<file path="src/rtl/pwm_generator_if.sv">
// Control-side bundle for the dual-channel PWM stage: run enable and duty targets in, waveforms and status out.
// Latency: none (plain wiring).
// Backpressure: none; the PWM stage samples targets only at period boundaries.
interface pwm_generator_if #(
  parameter int PWM_RESOLUTION = 16
);
  logic                      en;
  logic [PWM_RESOLUTION-1:0] duty_cycle_l;
  logic [PWM_RESOLUTION-1:0] duty_cycle_r;
  logic                      pwm_l;
  logic                      pwm_r;
  logic                      period_start;
  logic [PWM_RESOLUTION-1:0] duty_active_l;
  logic [PWM_RESOLUTION-1:0] duty_active_r;

  // Control loop side: drives enable and targets, observes the waveforms.
  modport master (
    output en, duty_cycle_l, duty_cycle_r,
    input  pwm_l, pwm_r, period_start, duty_active_l, duty_active_r
  );

  // PWM stage side.
  modport slave (
    input  en, duty_cycle_l, duty_cycle_r,
    output pwm_l, pwm_r, period_start, duty_active_l, duty_active_r
  );
endinterface

</file>
<file path="src/rtl/pwm_generator.sv">
// Dual-channel edge-aligned PWM with boundary-sampled shadow duties and optional per-period slew limit.
// Latency: duty target -> active up to one period; active duty -> pwm 1 clk; en low -> pwm low 1 clk.
// Backpressure: none; free-running once enabled, period_start strobes each new period.
module pwm_generator #(
  parameter int PWM_RESOLUTION = 16,
  parameter int PRESCALE       = 1,
  parameter int MAX_STEP       = 0
) (
  input logic             clk,
  input logic             reset_n,
  pwm_generator_if.slave  bus
);
  localparam int W  = PWM_RESOLUTION;
  localparam int PW = (PRESCALE > 1) ? $clog2(PRESCALE) : 1;

  // Last count of a period; a period spans 0..PERIOD_MAX, i.e. 2^W-1 ticks.
  localparam logic [W-1:0]  PERIOD_MAX = {{(W-1){1'b1}}, 1'b0};
  localparam logic [PW-1:0] PRESC_LAST = PW'(PRESCALE - 1);
  localparam logic [W:0]    STEP       = (W + 1)'(MAX_STEP);

  logic [PW-1:0] presc;
  logic [W-1:0]  cnt;
  logic [W-1:0]  duty_l;
  logic [W-1:0]  duty_r;
  logic          pwm_l_q;
  logic          pwm_r_q;
  logic          period_start_q;

  logic          tick;
  logic          wrap;
  logic [W-1:0]  next_duty_l;
  logic [W-1:0]  next_duty_r;

  // Move the active duty toward the target by at most STEP; STEP of 0 jumps straight there.
  // Differences are taken one bit wider so neither direction can wrap.
  function automatic logic [W-1:0] slew(input logic [W-1:0] target, input logic [W-1:0] active);
    logic [W:0] diff;
    logic [W:0] res;
    diff = '0;
    res  = {1'b0, active};
    if (STEP == '0) begin
      res = {1'b0, target};
    end else if (target > active) begin
      diff = {1'b0, target} - {1'b0, active};
      res  = {1'b0, active} + ((diff > STEP) ? STEP : diff);
    end else if (target < active) begin
      diff = {1'b0, active} - {1'b0, target};
      res  = {1'b0, active} - ((diff > STEP) ? STEP : diff);
    end
    return res[W-1:0];
  endfunction

  // Tick and period-boundary decode plus the candidate shadow-duty updates.
  always_comb begin
    tick        = (presc == PRESC_LAST);
    wrap        = tick && (cnt == PERIOD_MAX);
    next_duty_l = slew(bus.duty_cycle_l, duty_l);
    next_duty_r = slew(bus.duty_cycle_r, duty_r);
  end

  // Counters, shadow duties and registered outputs. Reset and en low both park the
  // counters on the last tick of a period so the first enabled clk is a boundary.
  always_ff @(posedge clk or negedge reset_n) begin
    if (!reset_n) begin
      presc          <= PRESC_LAST;
      cnt            <= PERIOD_MAX;
      duty_l         <= '0;
      duty_r         <= '0;
      pwm_l_q        <= 1'b0;
      pwm_r_q        <= 1'b0;
      period_start_q <= 1'b0;
    end else if (!bus.en) begin
      presc          <= PRESC_LAST;
      cnt            <= PERIOD_MAX;
      duty_l         <= '0;
      duty_r         <= '0;
      pwm_l_q        <= 1'b0;
      pwm_r_q        <= 1'b0;
      period_start_q <= 1'b0;
    end else begin
      if (tick) begin
        presc <= '0;
        cnt   <= wrap ? '0 : cnt + 1'b1;
      end else begin
        presc <= presc + 1'b1;
      end
      if (wrap) begin
        duty_l <= next_duty_l;
        duty_r <= next_duty_r;
      end
      pwm_l_q        <= (cnt < duty_l);
      pwm_r_q        <= (cnt < duty_r);
      period_start_q <= wrap;
    end
  end

  assign bus.pwm_l         = pwm_l_q;
  assign bus.pwm_r         = pwm_r_q;
  assign bus.period_start  = period_start_q;
  assign bus.duty_active_l = duty_l;
  assign bus.duty_active_r = duty_r;
endmodule

</file>
<file path="src/flat_wrapper.sv">
// flat-port wrapper written by rule: the top's interface ports become plain ports
module pwm_generator_flat 
#(
  parameter int PWM_RESOLUTION = 16,
  parameter int PRESCALE       = 1,
  parameter int MAX_STEP       = 0
)
  (clk, reset_n, bus_en, bus_duty_cycle_l, bus_duty_cycle_r, bus_pwm_l, bus_pwm_r, bus_period_start, bus_duty_active_l, bus_duty_active_r);
  pwm_generator_if #(.PWM_RESOLUTION(PWM_RESOLUTION)) bus_i ();
  input logic clk;
  input logic reset_n;
  input wire logic [$bits(bus_i.en)-1:0] bus_en;
  input wire logic [$bits(bus_i.duty_cycle_l)-1:0] bus_duty_cycle_l;
  input wire logic [$bits(bus_i.duty_cycle_r)-1:0] bus_duty_cycle_r;
  output wire logic [$bits(bus_i.pwm_l)-1:0] bus_pwm_l;
  output wire logic [$bits(bus_i.pwm_r)-1:0] bus_pwm_r;
  output wire logic [$bits(bus_i.period_start)-1:0] bus_period_start;
  output wire logic [$bits(bus_i.duty_active_l)-1:0] bus_duty_active_l;
  output wire logic [$bits(bus_i.duty_active_r)-1:0] bus_duty_active_r;
  assign bus_i.en = bus_en;
  assign bus_i.duty_cycle_l = bus_duty_cycle_l;
  assign bus_i.duty_cycle_r = bus_duty_cycle_r;
  assign bus_pwm_l = bus_i.pwm_l;
  assign bus_pwm_r = bus_i.pwm_r;
  assign bus_period_start = bus_i.period_start;
  assign bus_duty_active_l = bus_i.duty_active_l;
  assign bus_duty_active_r = bus_i.duty_active_r;
  pwm_generator #(.PWM_RESOLUTION(PWM_RESOLUTION), .PRESCALE(PRESCALE), .MAX_STEP(MAX_STEP)) u_core (.clk(clk), .reset_n(reset_n), .bus(bus_i));
endmodule
</file>
<file path="config.mk">
export PLATFORM = sky130hd
export DESIGN_NAME = pwm_generator_flat
export DESIGN_NICKNAME = d
export VERILOG_FILES = /design/src/rtl/pwm_generator_if.sv /design/src/rtl/pwm_generator.sv /design/src/flat_wrapper.sv
export SDC_FILE = /design/constraint.sdc
export NUM_CORES = 1
export LEC_CHECK = 0
export ABC_AREA = 1
export BUFFER_PORTS_ARGS = -buffer_cell sky130_fd_sc_hd__buf_4
export CELL_PAD_IN_SITES_DETAIL_PLACEMENT = 0
export CELL_PAD_IN_SITES_GLOBAL_PLACEMENT = 1
export CORE_AREA = 2 2 90 92
export DETAILED_ROUTE_END_ITERATION = 8
export DIE_AREA = 0 0 92 94
export GPL_TIMING_DRIVEN = 0
export HOLD_SLACK_MARGIN = 0.08
export PLACE_DENSITY_LB_ADDON = 0.1
export REMOVE_ABC_BUFFERS = 1
export SLEW_MARGIN = 20
export SYNTH_ARGS = -nofsm -noshare
export SYNTH_HDL_FRONTEND = slang
export SYNTH_SLANG_ARGS = --single-unit
</file>
<file path="constraint.sdc">
create_clock -name clk -period 4.9 [get_ports clk]
set_input_delay 0.49 -clock clk [delete_from_list [all_inputs] [get_ports clk]]
set_output_delay 0.49 -clock clk [all_outputs]
set_load 0.02 [all_outputs]
</file>
Word-level counts from Yosys, hierarchy flattened

Cells that the tools add are included.

Register bits after elaboration: 52
Output and inout bits: 35
Word-level logic and storage cells: 28

Add/subtract/negate cells: 2
$lt $le $gt $ge: 2
Equal/unequal tests: 3
Mux-type cells: 12
Bitwise gates (word level): 1
Reductions and logical operators: 1

Operator list:

| cell                    | number |
|---|---|
| $mux W16                | 7 |
| $lt A16 B16 Y1          | 2 |
| $add A16 B1 Y16 const B | 1 |
| $eq A16 B16 Y1 const B  | 1 |
| $mux W1                 | 5 |
| $ne A2 B1 Y1 const B    | 1 |
| $ne A2 B2 Y1 const B    | 1 |
| $add A1 B1 Y1 const B   | 1 |
| $logic_and A1 B1 Y1     | 1 |
| $not A1 Y1              | 1 |

Logic depth before layout (Yosys ltp)

Word-level depth: 5
Depth in mapped cells: 10
Mapped depth without buffers: 10

Worst setup path before layout

OpenSTA, ideal clock, no wires.

Path kind: reg2reg
From: register u_core.cnt[1]
To: register u_core.duty_l[10] (netlist: u_core.bus.duty_active_l[10])
Library setup time: 0.066 ns
Arrival: 1.537 ns
Path slack: 3.297 ns
Stages on the path, launching flop included: 9
Buffers on the path: 1
Cell sequence: dfstp_2 > ha_1 > inv_1 > nor3_2 > nand3_1 > nor3_4 > buf_8 > nand2_2 > nand2_1

Longest elaborated chain between the ends: 3

Ends and longest elaborated chain:

| what                          | line                | RTL |
|---|---|---|
| from (decl)                   | pwm_generator.sv:22 | `logic [W-1:0] cnt;` |
| from (signal assigned)        | pwm_generator.sv:83 | `cnt <= wrap ? '0 : cnt + 1'b1;` |
| $eq A16 B16 Y1                | pwm_generator.sv:56 | `wrap = tick && (cnt == PERIOD_MAX);` |
| $logic_and A1 B1 Y1           | pwm_generator.sv:56 |  |
| $ne A2 B1 Y1 (no source line) | n/a                 |  |
| to (signal assigned)          | pwm_generator.sv:88 | `duty_l <= next_duty_l;` |
| to (decl)                     | pwm_generator.sv:23 | `logic [W-1:0] duty_l;` |

No other way between the ends.
A chain may end at the register's enable or synchronous reset.

Final worst setup path

From: register u_core.cnt[1]
To: register u_core.duty_r[8] (netlist: u_core.bus.duty_active_r[8])

Longest elaborated chain between the ends: 3

Ends and longest elaborated chain:

| what                          | line                | RTL |
|---|---|---|
| $eq A16 B16 Y1                | pwm_generator.sv:56 |  |
| $logic_and A1 B1 Y1           | pwm_generator.sv:56 |  |
| $ne A2 B1 Y1 (no source line) | n/a                 |  |
| to (signal assigned)          | pwm_generator.sv:89 | `duty_r <= next_duty_r;` |
| to (decl)                     | pwm_generator.sv:24 | `logic [W-1:0] duty_r;` |

No other way between the ends.

==> impl_metrics.json <==
{
  "fin_crit_ps": 2203,
  "die_y_um": 94,
  "p_per_area_nw_per_um2": 544.2,
  "fin_skew_ps": 8.088,
  "relSlewSlack_pct": 55.93,
  "rsz0062_at_grt": "no",
  "synth_top_area_share_pct": 28.96,
  "grt_overflow_total": 0,
  "post-dp-hpwl_mm": 5.155,
  "placementRows": 32,
  "post-route-util_pct": 50.53,
  "ys_seq_elements": 51,
  "track_usage_pct": 17.77,
  "critPathArrivalTime_ps": 2400,
  "drcViolationCount": 0,
  "final.period_utilization_pct": 44.96,
  "yosys-top-cells-area": "dfrtp_1 (29%), nand2_1 (15%), ha_1 (13%), dfstp_2 (13%), nand3_1 (7.4%)",
  "cts_hold_buffers": 0,
  "critPathKind": "reg -> reg",
  "core_area_um2": 7607,
  "postRouteAntennaNets": 0,
  "gp_congestion": 0.8025,
  "cts.sinks": 51,
  "grt_pass1_wl_mm": 12.22,
  "ios": 70,
  "die_w_um": 92,
  "yosysTopAreaCell": "dfrtp_1",
  "clkSlewWorstSetupHoldPaths_ps": 90,
  "via_per_inst": 4.700,
  "nNetsFinal": 534,
  "drtIter0Drc": 100,
  "grt_pass1_vias": 2578,
  "netlist_area_um2": 3110,
  "synth.avg_cell_area_um2": 7.815,
  "final.setup.tns_ps": 0,
  "dieArea_um2": 8648,
  "status": "completed",
  "finalHoldViolations": 0,
  "leakagePower_nw": 2.083,
  "cts_resized": 0,
  "dpl.cell_count": 562,
  "clk_latency_ps": 310,
  "grt_max_degree": 52,
  "setup_viol": 0,
  "final_cells": 570,
  "endpoint_kind": "flop",
  "cap_viol_max_count": 0,
  "first_pass_iters": 4,
  "fillers": 789,
  "port_buffers": 69,
  "yosys_warnings": 0,
  "cts_tree": "built",
  "cts_root_buf": "clkbuf_8",
  "drt_wl_total_mm": 7.075,
  "netlist_instances": 398,
  "grt_antenna_before_repair": 0,
  "holdCritPathClass": "in -> async",
  "numCtsBuffers": 5,
  "maxSlewViolCount": 0,
  "wl_per_cell_um": 12.41,
  "postCtsSetupRepairBufs": 0,
  "drive_above_1_share_pct": 23.72,
  "antenna_cells": 0,
  "num_vias": 2679,
  "htree_levels": 2,
  "startpoint_type": "flop",
  "ir_worst_vdd_mv": 0.2115,
  "initial_core_util_pct": 40.89,
  "cp_max_fo": 11,
  "clockBufferDepth": 2,
  "crit_required_ps": 5100,
  "clock.fmax_mhz": 454.0,
  "area_growth_pct": 23.57,
  "ys_seq_area_share_pct": 41.63,
  "synth_cell_type_count": 27,
  "tightest_slew_ps": 661.1
}
-- state kept, by name, summed over array words and instances (netlist names) --
register / count
u_core.bus.period_start: 1
u_core.bus.duty_active_r: 16
u_core.bus.pwm_l: 1
u_core.cnt: 16
u_core.bus.pwm_r: 1
u_core.bus.duty_active_l: 16
-- area by class of cell --
cell class	instances	area, um2	area share [%]
Sequential cell	51	1295	33.69
Timing Repair Buffer	74	578.1	15.04
Clock buffer	8	100.1	2.604
Multi-Input combinational cell	277	1525	39.68
Tap cell	102	127.6	3.320
Inverter	58	217.7	5.664
-- final timing paths --
| path | start | cells past startpoint | endpoint | slack [ps] |
|---|---|---|---|---|
| max in group asynchronous | reset_n | 1 | u_core.bus.duty_active_r[3]$_DFFE_PN0P_ | 4250 |
| min | reset_n | 1 | u_core.bus.duty_active_l[5]$_DFFE_PN0P_ | 210 |
| max reg2reg | u_core.cnt[1]$_DFF_PN1_ | 8 | u_core.bus.duty_active_r[8]$_DFFE_PN0P_ | 2700 |
| min reg2reg | u_core.cnt[0]$_DFF_PN0_ | 1 | u_core.cnt[0]$_DFF_PN0_ | 540 |
| min in group clk | bus_duty_cycle_r[0] | 3 | u_core.bus.duty_active_r[0]$_DFFE_PN0P_ | 370 |
| max | u_core.cnt[1]$_DFF_PN1_ | 8 | u_core.bus.duty_active_r[8]$_DFFE_PN0P_ | 2700 |
-- cells in the final DEF (no fill, tap or decap), types with 9 or more instances in the layout --
cell type  instances
ha_1              32
dfstp_2           15
inv_1             56
nand3_1           46
a21oi_1           11
nand2_1          121
nor2_1            18
dfrtp_1           36
buf_4             69
nor3_1             9
nand2_2           10
-- critical path, cell delays in order (launching register included) --
cell and delay (ps):
dfstp_2 600, ha_1 170, inv_1 60, nor2_1 110, nand4_1 510, buf_6 360, buf_6 150, nand3_1 60
nand2_1 60
-- metal layers --
metal	vias to the layer above	global-route usage, %	part of all wire [%]
li1	1400	-	-
met1	1220	24.63	51
met2	52	29.29	45
met3	7	2.889	3.6
met4	0	4.104	0.86
met5	-	0	0
-- per-stage QoR --
step | hold slack, ps | area (um2) | worst slack [ps] | total power, mW
3_3_place_gp | 517.9 | 3684 | 1578 | 1.778
2_1_floorplan | 194.4 | 3038 | 2631 | 1.448
4_1_cts | 237.5 | 3844 | 2744 | 2.118
3_5_place_dp | 521.6 | 3744 | 2769 | 1.840
5_1_grt | 255.2 | 3844 | 2613 | 2.318
6_report | 205.2 | 3844 | 2697 | 2.092
-- synth_stat cells (all sizes together) --
cell,n
a21o,2
a21oi,11
a31oi,2
buf,7
clkbuf,5
dfrtp,36
dfstp,15
ha,32
inv,58
nand2,131
nand3,46
nand4,5
nor2,19
nor3,11
o21ai,11
or2,1
xnor2,1
xor2,5
-- kinds of logic (layout without fill, tap and decap cells) --
kind of cell | Yosys count | in the layout | synth area share [%]
AOI/OAI and AO/OA | 26 | 26 | 4.424
DFF | 51 | 51 | 41.63
buffers and inverters | 70 | 140 | 9.332
adders and majority gates | 32 | 32 | 12.87
xor gates and xnor gates | 6 | 6 | 1.689
and+or+nand+nor | 213 | 213 | 30.05
-- where the power goes --
group | leakage (nW) | internal [mW] | switching, mW | total [mW]
sequential | 0.655 | 0.576 | 0.138 | 0.714
combinational | 1.38 | 0.446 | 0.664 | 1.11
clock | 0.0515 | 0.129 | 0.139 | 0.268
total | 2.08 | 1.15 | 0.941 | 2.09
Power figures use the tool's default switching activity.
